**src/rtl/vco_adc_pkg.sv**
```systemverilog
// Shared types, default widths and width helper for the VCO ADC controller.
package vco_adc_pkg;

    typedef enum logic [1:0] {
        ST_IDLE  = 2'd0,
        ST_PRIME = 2'd1,
        ST_ACCUM = 2'd2
    } vco_adc_state_t;

    localparam int unsigned PHASE_WIDTH_DEF = 11;
    localparam int unsigned OSR_WIDTH_DEF   = 10;

    // Accumulator width large enough for (2^pw-1)*(2^ow-1) without overflow.
    function automatic int unsigned sum_width(input int unsigned pw, input int unsigned ow);
        return pw + ow;
    endfunction

    localparam int unsigned SUM_WIDTH_DEF = sum_width(PHASE_WIDTH_DEF, OSR_WIDTH_DEF);

endpackage

```
**src/rtl/vco_adc_if.sv**
```systemverilog
// Valid/ready sample bus between the decimator and its consumer.
interface vco_adc_if
    import vco_adc_pkg::*;
#(
    parameter int unsigned SUM_WIDTH = SUM_WIDTH_DEF
);

    logic [SUM_WIDTH-1:0] data_out;
    logic                 valid_out;
    logic                 ready_in;

    modport master (output data_out, output valid_out, input ready_in);
    modport slave  (input data_out, input valid_out, output ready_in);

endinterface

```
**src/rtl/vco_adc_ctrl_phase_diff.sv**
```systemverilog
// Previous-phase register plus modulo-2^PHASE_WIDTH first difference.
module vco_phase_diff
    import vco_adc_pkg::*;
#(
    parameter int unsigned PHASE_WIDTH = PHASE_WIDTH_DEF
) (
    input  logic                   clk,
    input  logic                   rst,
    input  logic                   i_load,
    input  logic                   i_en,
    input  logic [PHASE_WIDTH-1:0] i_phase,
    output logic [PHASE_WIDTH-1:0] o_diff_c
);

    logic [PHASE_WIDTH-1:0] r_p_prev;

    // Track the last sampled phase while priming or accumulating.
    always_ff @(posedge clk) begin
        if (rst) begin
            r_p_prev <= '0;
        end else if (i_load || i_en) begin
            r_p_prev <= i_phase;
        end
    end

    // Unsigned wrap of the subtraction absorbs phase roll-over.
    assign o_diff_c = i_phase - r_p_prev;

endmodule

```
**src/rtl/vco_adc_ctrl.sv**
```systemverilog
// VCO ADC sequencer: phase differencing, windowed accumulation, output register.
module vco_adc_ctrl
    import vco_adc_pkg::*;
#(
    parameter int unsigned PHASE_WIDTH = PHASE_WIDTH_DEF,
    parameter int unsigned OSR_WIDTH   = OSR_WIDTH_DEF,
    parameter int unsigned SUM_WIDTH   = sum_width(PHASE_WIDTH, OSR_WIDTH)
) (
    input  logic                   clk,
    input  logic                   rst,
    input  logic                   enable_in,
    input  logic [OSR_WIDTH-1:0]   osr_in,
    input  logic [PHASE_WIDTH-1:0] p_in,
    vco_adc_if.master              bus,
    output logic                   overrun_out,
    output logic                   busy_out
);

    vco_adc_state_t         r_state;
    vco_adc_state_t         w_next;
    logic [OSR_WIDTH-1:0]   r_osr_q;
    logic [OSR_WIDTH-1:0]   r_cnt;
    logic [SUM_WIDTH-1:0]   r_acc;
    logic [SUM_WIDTH-1:0]   r_data;
    logic                   r_valid;
    logic                   r_overrun;
    logic                   r_busy;

    logic                   w_start_c;
    logic                   w_prime_c;
    logic                   w_accum_c;
    logic                   w_win_done_c;
    logic                   w_xfer_c;
    logic [PHASE_WIDTH-1:0] w_diff_c;
    logic [SUM_WIDTH-1:0]   w_sum_c;
    logic [OSR_WIDTH-1:0]   w_last_c;

    vco_phase_diff #(
        .PHASE_WIDTH (PHASE_WIDTH)
    ) u_phase_diff (
        .clk      (clk),
        .rst      (rst),
        .i_load   (w_prime_c),
        .i_en     (w_accum_c),
        .i_phase  (p_in),
        .o_diff_c (w_diff_c)
    );

    assign w_last_c = r_osr_q - OSR_WIDTH'(1);
    assign w_sum_c  = r_acc + SUM_WIDTH'(w_diff_c);

    // State register.
    always_ff @(posedge clk) begin
        if (rst) begin
            r_state <= ST_IDLE;
        end else begin
            r_state <= w_next;
        end
    end

    // Next-state and per-cycle control strobes.
    always_comb begin
        w_next       = r_state;
        w_start_c    = 1'b0;
        w_prime_c    = 1'b0;
        w_accum_c    = 1'b0;
        w_win_done_c = 1'b0;
        w_xfer_c     = r_valid && bus.ready_in;
        case (r_state)
            ST_IDLE: begin
                if (enable_in) begin
                    w_next    = ST_PRIME;
                    w_start_c = 1'b1;
                end
            end
            ST_PRIME: begin
                w_prime_c = 1'b1;
                w_next    = enable_in ? ST_ACCUM : ST_IDLE;
            end
            ST_ACCUM: begin
                w_accum_c = 1'b1;
                if (!enable_in) begin
                    w_next = ST_IDLE;
                end else if (r_cnt == w_last_c) begin
                    w_win_done_c = 1'b1;
                end
            end
            default: w_next = ST_IDLE;
        endcase
    end

    // Window counter, accumulator and latched oversampling ratio.
    always_ff @(posedge clk) begin
        if (rst) begin
            r_osr_q <= '0;
            r_cnt   <= '0;
            r_acc   <= '0;
        end else if (w_start_c) begin
            r_osr_q <= (osr_in == '0) ? OSR_WIDTH'(1) : osr_in;
            r_cnt   <= '0;
            r_acc   <= '0;
        end else if (w_win_done_c) begin
            r_cnt   <= '0;
            r_acc   <= '0;
        end else if (w_accum_c && enable_in) begin
            r_cnt   <= r_cnt + OSR_WIDTH'(1);
            r_acc   <= w_sum_c;
        end
    end

    // Output sample register with overrun detection; overrun clears on a new run.
    always_ff @(posedge clk) begin
        if (rst) begin
            r_data    <= '0;
            r_valid   <= 1'b0;
            r_overrun <= 1'b0;
        end else begin
            if (w_start_c) begin
                r_overrun <= 1'b0;
            end
            if (w_win_done_c) begin
                if (!r_valid || w_xfer_c) begin
                    r_data  <= w_sum_c;
                    r_valid <= 1'b1;
                end else begin
                    r_overrun <= 1'b1;
                end
            end else if (w_xfer_c) begin
                r_valid <= 1'b0;
            end
        end
    end

    // Busy tracks the state register one-for-one.
    always_ff @(posedge clk) begin
        if (rst) begin
            r_busy <= 1'b0;
        end else begin
            r_busy <= (w_next != ST_IDLE);
        end
    end

    assign bus.data_out  = r_data;
    assign bus.valid_out = r_valid;
    assign overrun_out   = r_overrun;
    assign busy_out      = r_busy;

endmodule

```
**src/flat_wrapper.sv**
```systemverilog
// flat-port wrapper written by rule: the top's interface ports become plain ports
module vco_adc_ctrl_flat import vco_adc_pkg::*;
#(
    parameter int unsigned PHASE_WIDTH = PHASE_WIDTH_DEF,
    parameter int unsigned OSR_WIDTH   = OSR_WIDTH_DEF,
    parameter int unsigned SUM_WIDTH   = sum_width(PHASE_WIDTH, OSR_WIDTH)
)
  (clk, rst, enable_in, osr_in, p_in, overrun_out, busy_out, bus_data_out, bus_valid_out, bus_ready_in);
  vco_adc_if #(.SUM_WIDTH(SUM_WIDTH)) bus_i ();
  input  logic clk;
  input  logic rst;
  input  logic enable_in;
  input  logic [OSR_WIDTH-1:0] osr_in;
  input  logic [PHASE_WIDTH-1:0] p_in;
  output logic overrun_out;
  output logic busy_out;
  output wire logic [$bits(bus_i.data_out)-1:0] bus_data_out;
  output wire logic [$bits(bus_i.valid_out)-1:0] bus_valid_out;
  input wire logic [$bits(bus_i.ready_in)-1:0] bus_ready_in;
  assign bus_data_out = bus_i.data_out;
  assign bus_valid_out = bus_i.valid_out;
  assign bus_i.ready_in = bus_ready_in;
  vco_adc_ctrl #(.PHASE_WIDTH(PHASE_WIDTH), .OSR_WIDTH(OSR_WIDTH), .SUM_WIDTH(SUM_WIDTH)) u_core (.clk(clk), .rst(rst), .enable_in(enable_in), .osr_in(osr_in), .p_in(p_in), .bus(bus_i), .overrun_out(overrun_out), .busy_out(busy_out));
endmodule
```
**config.mk**
```make
export PLATFORM = sky130hd
export DESIGN_NAME = vco_adc_ctrl_flat
export DESIGN_NICKNAME = d
export VERILOG_FILES = /design/src/rtl/vco_adc_pkg.sv /design/src/rtl/vco_adc_if.sv /design/src/rtl/vco_adc_ctrl_phase_diff.sv /design/src/rtl/vco_adc_ctrl.sv /design/src/flat_wrapper.sv
export SDC_FILE = /design/constraint.sdc
export NUM_CORES = 1
export LEC_CHECK = 0
export ABC_AREA = 1
export CAP_MARGIN = 20
export CORE_MARGIN = 8
export CORE_UTILIZATION = 55
export CTS_CLUSTER_SIZE = 24
export DETAILED_ROUTE_END_ITERATION = 8
export PLACE_DENSITY = 0.82
export RECOVER_POWER = 100
export SLEW_MARGIN = 20
export SYNTH_ARGS = -nofsm -noshare
export SYNTH_HDL_FRONTEND = slang
export SYNTH_SLANG_ARGS = --single-unit
```
**constraint.sdc**
```tcl
create_clock -name clk -period 7.9 [get_ports clk]
set_clock_uncertainty 0.15 [all_clocks]
set_input_delay 1.185 -clock clk [delete_from_list [all_inputs] [get_ports clk]]
set_output_delay 1.185 -clock clk [all_outputs]
set_load 0.005 [all_outputs]
```
# --- Yosys cells after proc, flatten, opt, wreduce, memory -nomap -nowiden ---
# Cells that the tools add are included.
word_totals:
  inputBits: 25
  output_inout_bits: 24
  register_bits: 78
op_classes:
  eq_ne: 4
  n_mux: 18
  add_sub_neg: 4
  reduce_logical: 12
op_table:
  columns: ["operator", "count"]
  rows:
  - ["$add 21x11->21", 1]
  - ["$mux 1", 13]
  - ["$sub 11x11->11", 1]
  - ["$add 10x1->10 const B", 1]
  - ["$eq 10x10->1", 1]
  - ["$logic_not 10->1", 1]
  - ["$mux 10", 1]
  - ["$sub 10x1->10 const B", 1]
  - ["$mux 2", 3]
  - ["$pmux 2 s3", 1]
  - ["$reduce_and 2->1", 2]
  - ["$reduce_bool 2->1", 2]
  - ["$reduce_or 3->1", 1]
  - ["$eq 2x1->1 const B", 1]
  - ["$eq 2x2->1 const B", 1]
  - ["$logic_and 1x1->1", 2]
  - ["$logic_not 2->1", 1]
  - ["$logic_or 1x1->1", 2]
  - ["$ne 2x2->1 const B", 1]
  - ["$logic_not 1->1", 1]

# --- Depth between registers and ports, before layout ---
depth:
  ltp_word: 7
  ltp_mapped: 21
  ltp_nobuf: 21

# --- By module ---
# Synthesis repeated with hierarchy kept, for this count alone.
hier_totals:
  hier_cells: 774
  area_unflattened_um2: 4914.7
by_module_without_submodules:
  columns: ["mod", "cells_each", "n_inst", "area_each_um2"]
  rows:
  - ["vco_adc_ctrl", 619, 1, 3933.8]
  - ["vco_phase_diff", 155, 1, 980.9]

# --- Worst setup path after synthesis ---
# OpenSTA, ideal clock, no wires.
synth_path:
  kind: "input to register"
  startpoint: "input p_in[0]"
  endpoint: "register u_core.r_data[16], in the netlist u_core.bus.data_out[16]"
  arrival_ns: 3.680
  required_time_ns: 7.637
  path_buffers: 0
  path_stages: 19
  slack_ns: 3.957
  cell_sequence: "inv_1 -> ha_1 -> inv_1 -> fa_1 -> nand3_1 -> nand2_1 -> nand4_1 -> nand3_1 -> a31oi_1 -> xor2_1 -> ha_1 -> nand2_1 -> o21a_1 -> or2_2 -> nand2_1 -> nand2_1 -> and2_1 -> nor2_1 -> nor2_1"
synth_via:
  elab_chain_len: 2
synth_lines:
  columns: ["item", "line", "text"]
  rows:
  - ["start, declared", "flat_wrapper.sv:14", "input logic [PHASE_WIDTH-1:0] p_in;"]
  - ["$sub 11x11->11", "vco_adc_ctrl_phase_diff.sv:27", "assign o_diff_c = i_phase - r_p_prev;"]
  - ["$add 21x11->21", "vco_adc_ctrl.sv:50", "assign w_sum_c = r_acc + SUM_WIDTH'(w_diff_c);"]
  - ["end signal, assigned", "vco_adc_ctrl.sv:123", "r_data <= w_sum_c;"]
  - ["end, declared", "vco_adc_ctrl.sv:24", "logic [SUM_WIDTH-1:0] r_data;"]
# Every way passes these cells.
# A chain may end at the register's enable or synchronous reset.

# --- Worst setup path after layout ---
layout_path:
  startpoint: "input enable_in"
  endpoint: "register u_core.r_data[5], in the netlist u_core.bus.data_out[5]"
layout_via:
  elab_chain_len: 3
layout_lines:
  columns: ["item", "line", "text"]
  rows:
  - ["start, declared", "flat_wrapper.sv:12", "input logic enable_in;"]
  - ["$mux 1", "vco_adc_ctrl.sv:82", "if (!enable_in) begin"]
  - ["$mux 1", "vco_adc_ctrl.sv:69", "case (r_state)"]
  - ["$reduce_and 2->1 (no line)", null, null]
# Every way passes these cells.

==> results_dict.tcl <==
set metrics [dict create \
    outcome "complete, but fails checks" \
    failed_checks "max-capacitance violations, max-slew violations" \
    drive_gt1_share_pct 3.25 \
    die_w_um 109 \
    first_pass_iters 5 \
    die_area_mm2 0.0119 \
    vias 4518 \
    slew_headroom_pct -4.36 \
    syn2layout_area_growth_pct 13.9 \
    dp_hpwl_mm 8.76 \
    holdCritPathClass "reg2reg" \
    antenna_found_initial 0 \
    leakage_nw 2.62 \
    slew_viol_final 43 \
    dpl_worst_slack_ps 3240 \
    crit_type "in2reg" \
    row_count 34 \
    synth_top_area_share_pct 32.9 \
    cts_tree "done" \
    port-buffer-count 48 \
    grt_overflow 0 \
    rsz0062_at_grt "no" \
    hold_buffers 0 \
    grt_pass1_vias 4433 \
    cts_setup_buffers 0 \
    tns_ps 0 \
    synth_xor_xnor_area_share_pct 4.79 \
    antenna_left 0 \
    synthAdderAreaFrac_pct 7.95 \
    worst_ep_required_time_ps 7980 \
    clkSinkCount 78 \
    setup_slack_ps 3010 \
    start_util_pct 55.6 \
    synth_top_family_by_area "simple AND/OR/NAND/NOR gates" \
    synth_area_leader_cell "dfxtp_1" \
    syn_avg_cell_area_um2 6.56 \
    synth-simple-area-share_pct 33.3 \
    wirelength_mm 11.5 \
    clockBufferDepth 2 \
    clockRootBuffer "clkbuf_8" \
    crit_slowest_cell "nand3_1" \
    cp-end-kind "register" \
    crit_arrival_ps 4970 \
    startpoint "enable_in" \
    gp_congestion 0.893 \
    tightest_slew_ps 1560 \
    final_nets 820 \
    finalPower_mw 0.942 \
    power-per-cell-area_mw_per_mm2 174 \
    grt_usage_pct 19.8 \
    synth_nets 778 \
    synth-compound-area-share_pct 11.0 \
    wl_per_cell_um 13.1 \
    final_cell_mix "nand2_1 (197), inv_1 (102), nor2_1 (93)" \
    yosys_most_used_dff "dfxtp_1" \
    r2r_end "u_core.bus.data_out[5]" \
    startpoint_type "input pin" \
    maxCapViolations 1 \
    max_stage_delay_ps 1130 \
    insertion_delay_ps 350 \
    clk_pin_slew_worst_paths_ps 80 \
    fin_crit_ps 4890 \
    routed_via_density 5.15 \
    antenna_cells 0 \
    synth_cell_types 37 \
    drtIter0Drc 265 \
    ir_drop_uv 100 \
    async_reset_ff_share_pct 0 \
    syn_inst 724 \
    r2r.worst_path.cells 11 \
    mappedNetlistArea_mm2 0.00475 \
    crit_end "u_core.bus.data_out[5]" \
    io_pins 49 \
    postCtsResizedCells 0 \
    numCtsBuffers 9 \
    yosys-top-cells-area "dfxtp_1 (33%), nand2_1 (15%), inv_1 (8.0%), nor2_1 (7.3%), ha_1 (7.1%)" \
    drc 0 \
    crit_fanout 42 \
    ys_warn_count 0 \
    reg2reg_from "u_core.r_state[0]" \
    synth_edf_count 0 \
    layout_commonest_cell "nand2_1" \
    h-tree-depth 3 \
    worstPathCellList "dlygate4sd3_1 > nand2_1 > nor2_1 > nand3_1 > nor2_1 > nand3_1 > nor2_1 > nand3_1 > nor2_1 > nor2_1" \
    grt_pass1_wl_mm 19.3 \
    die-height_um 109 \
    finalSetupViolCount 0 \
    synth_seq_cells 78 \
    crit_path_frequent_cell "nor2_1" \
    fmax_mhz 205 \
    ys_seq_area_share_pct 32.9 \
    muxShareOfSynthArea_pct 0 \
    grt_start_max_net_pins 43 \
    finalHoldViolations 0 \
    core_area_mm2 0.00855 \
    r2r_setup_slack_ps 3880 \
    finalCritPeriodShare_pct 61.9 \
]
## how the worst min path moves through the flow
stage                                               start                               to  slack, ps  cells past startpoint
after global placement    u_core.u_phase_diff.r_p_prev[4]  u_core.u_phase_diff.r_p_prev[4]        300                      2
after global routing      u_core.u_phase_diff.r_p_prev[2]  u_core.u_phase_diff.r_p_prev[2]        350                      2
after detailed placement  u_core.u_phase_diff.r_p_prev[2]  u_core.u_phase_diff.r_p_prev[2]        300                      2
after floorplan           u_core.u_phase_diff.r_p_prev[2]  u_core.u_phase_diff.r_p_prev[2]        290                      2
after CTS                 u_core.u_phase_diff.r_p_prev[2]  u_core.u_phase_diff.r_p_prev[2]        320                      2
final                     u_core.u_phase_diff.r_p_prev[2]  u_core.u_phase_diff.r_p_prev[2]        320                      2
## metrics by stage
stage,util (%),instances,cell area (µm²),hold slack (ps)
after floorplan,-,724,4750,287
after global placement,61.7,863,5280,299
after detailed placement,61.7,863,5280,305
after CTS,63.6,878,5440,316
after global routing,63.3,878,5410,346
final,63.3,878,5410,316
## per-layer routing
metal | global-route usage, % | part of all wire [%] | wire length, µm
met2 | 33.8 | 46 | 5300
met3 | 2.66 | 5.1 | 590
met1 | 25.2 | 47 | 5350
met5 | 0 | 0 | 0
met4 | 6.55 | 2.0 | 228
## where the power goes
part           leakage [nW]  switching (mW)  internal, mW  total, mW
sequential            0.633          0.0105         0.409      0.419
clock                0.0748           0.150         0.113      0.263
combinational          1.91           0.163        0.0965      0.260
## state kept, by name (all words and copies together) (netlist names), 2 cells and up
signal / flops
u_core.bus.data_out: 21
u_core.r_acc: 21
u_core.u_phase_diff.r_p_prev: 11
u_core.r_cnt: 10
u_core.r_osr_q: 10
u_core.r_state: 2
## cells by family after synthesis
family | Yosys count
xor+xnor | 26
flops | 78
buf+inv | 121
compound gates | 98
fa+ha+maj | 29
simple gates | 372
## area by class of cell
type | count | area [µm²]
repair buffers | 48 | 480
multi-input cells | 525 | 2680
clock inverters | 5 | 36.3
flip-flops and latches | 78 | 1560
inverters | 104 | 390
well taps | 108 | 135
clock buffers | 10 | 128
fillers | 796 | 3140
## critical path, delay by kind of cell
| kind | cells | cell delay [ps] |
|---|---|---|
| buf+inv | 1 | 610 |
| simple gates | 9 | 3170 |
## Yosys cell counts (3+ instances only)
library cell	instances
nand3_1	44
xor2_1	21
dfxtp_1	78
clkbuf_1	8
nand3b_1	3
a211oi_1	3
nand2_1	195
a21oi_1	52
nand2_2	3
and2_1	7
ha_1	27
xnor2_1	5
o21bai_1	3
nor2_1	92
o21ai_0	34
nor3_1	8
buf_2	4
inv_1	101
nand4_1	6
nor2_4	3
or2_2	3
inv_2	3
No activity file was read; power rests on OpenSTA's default activity.
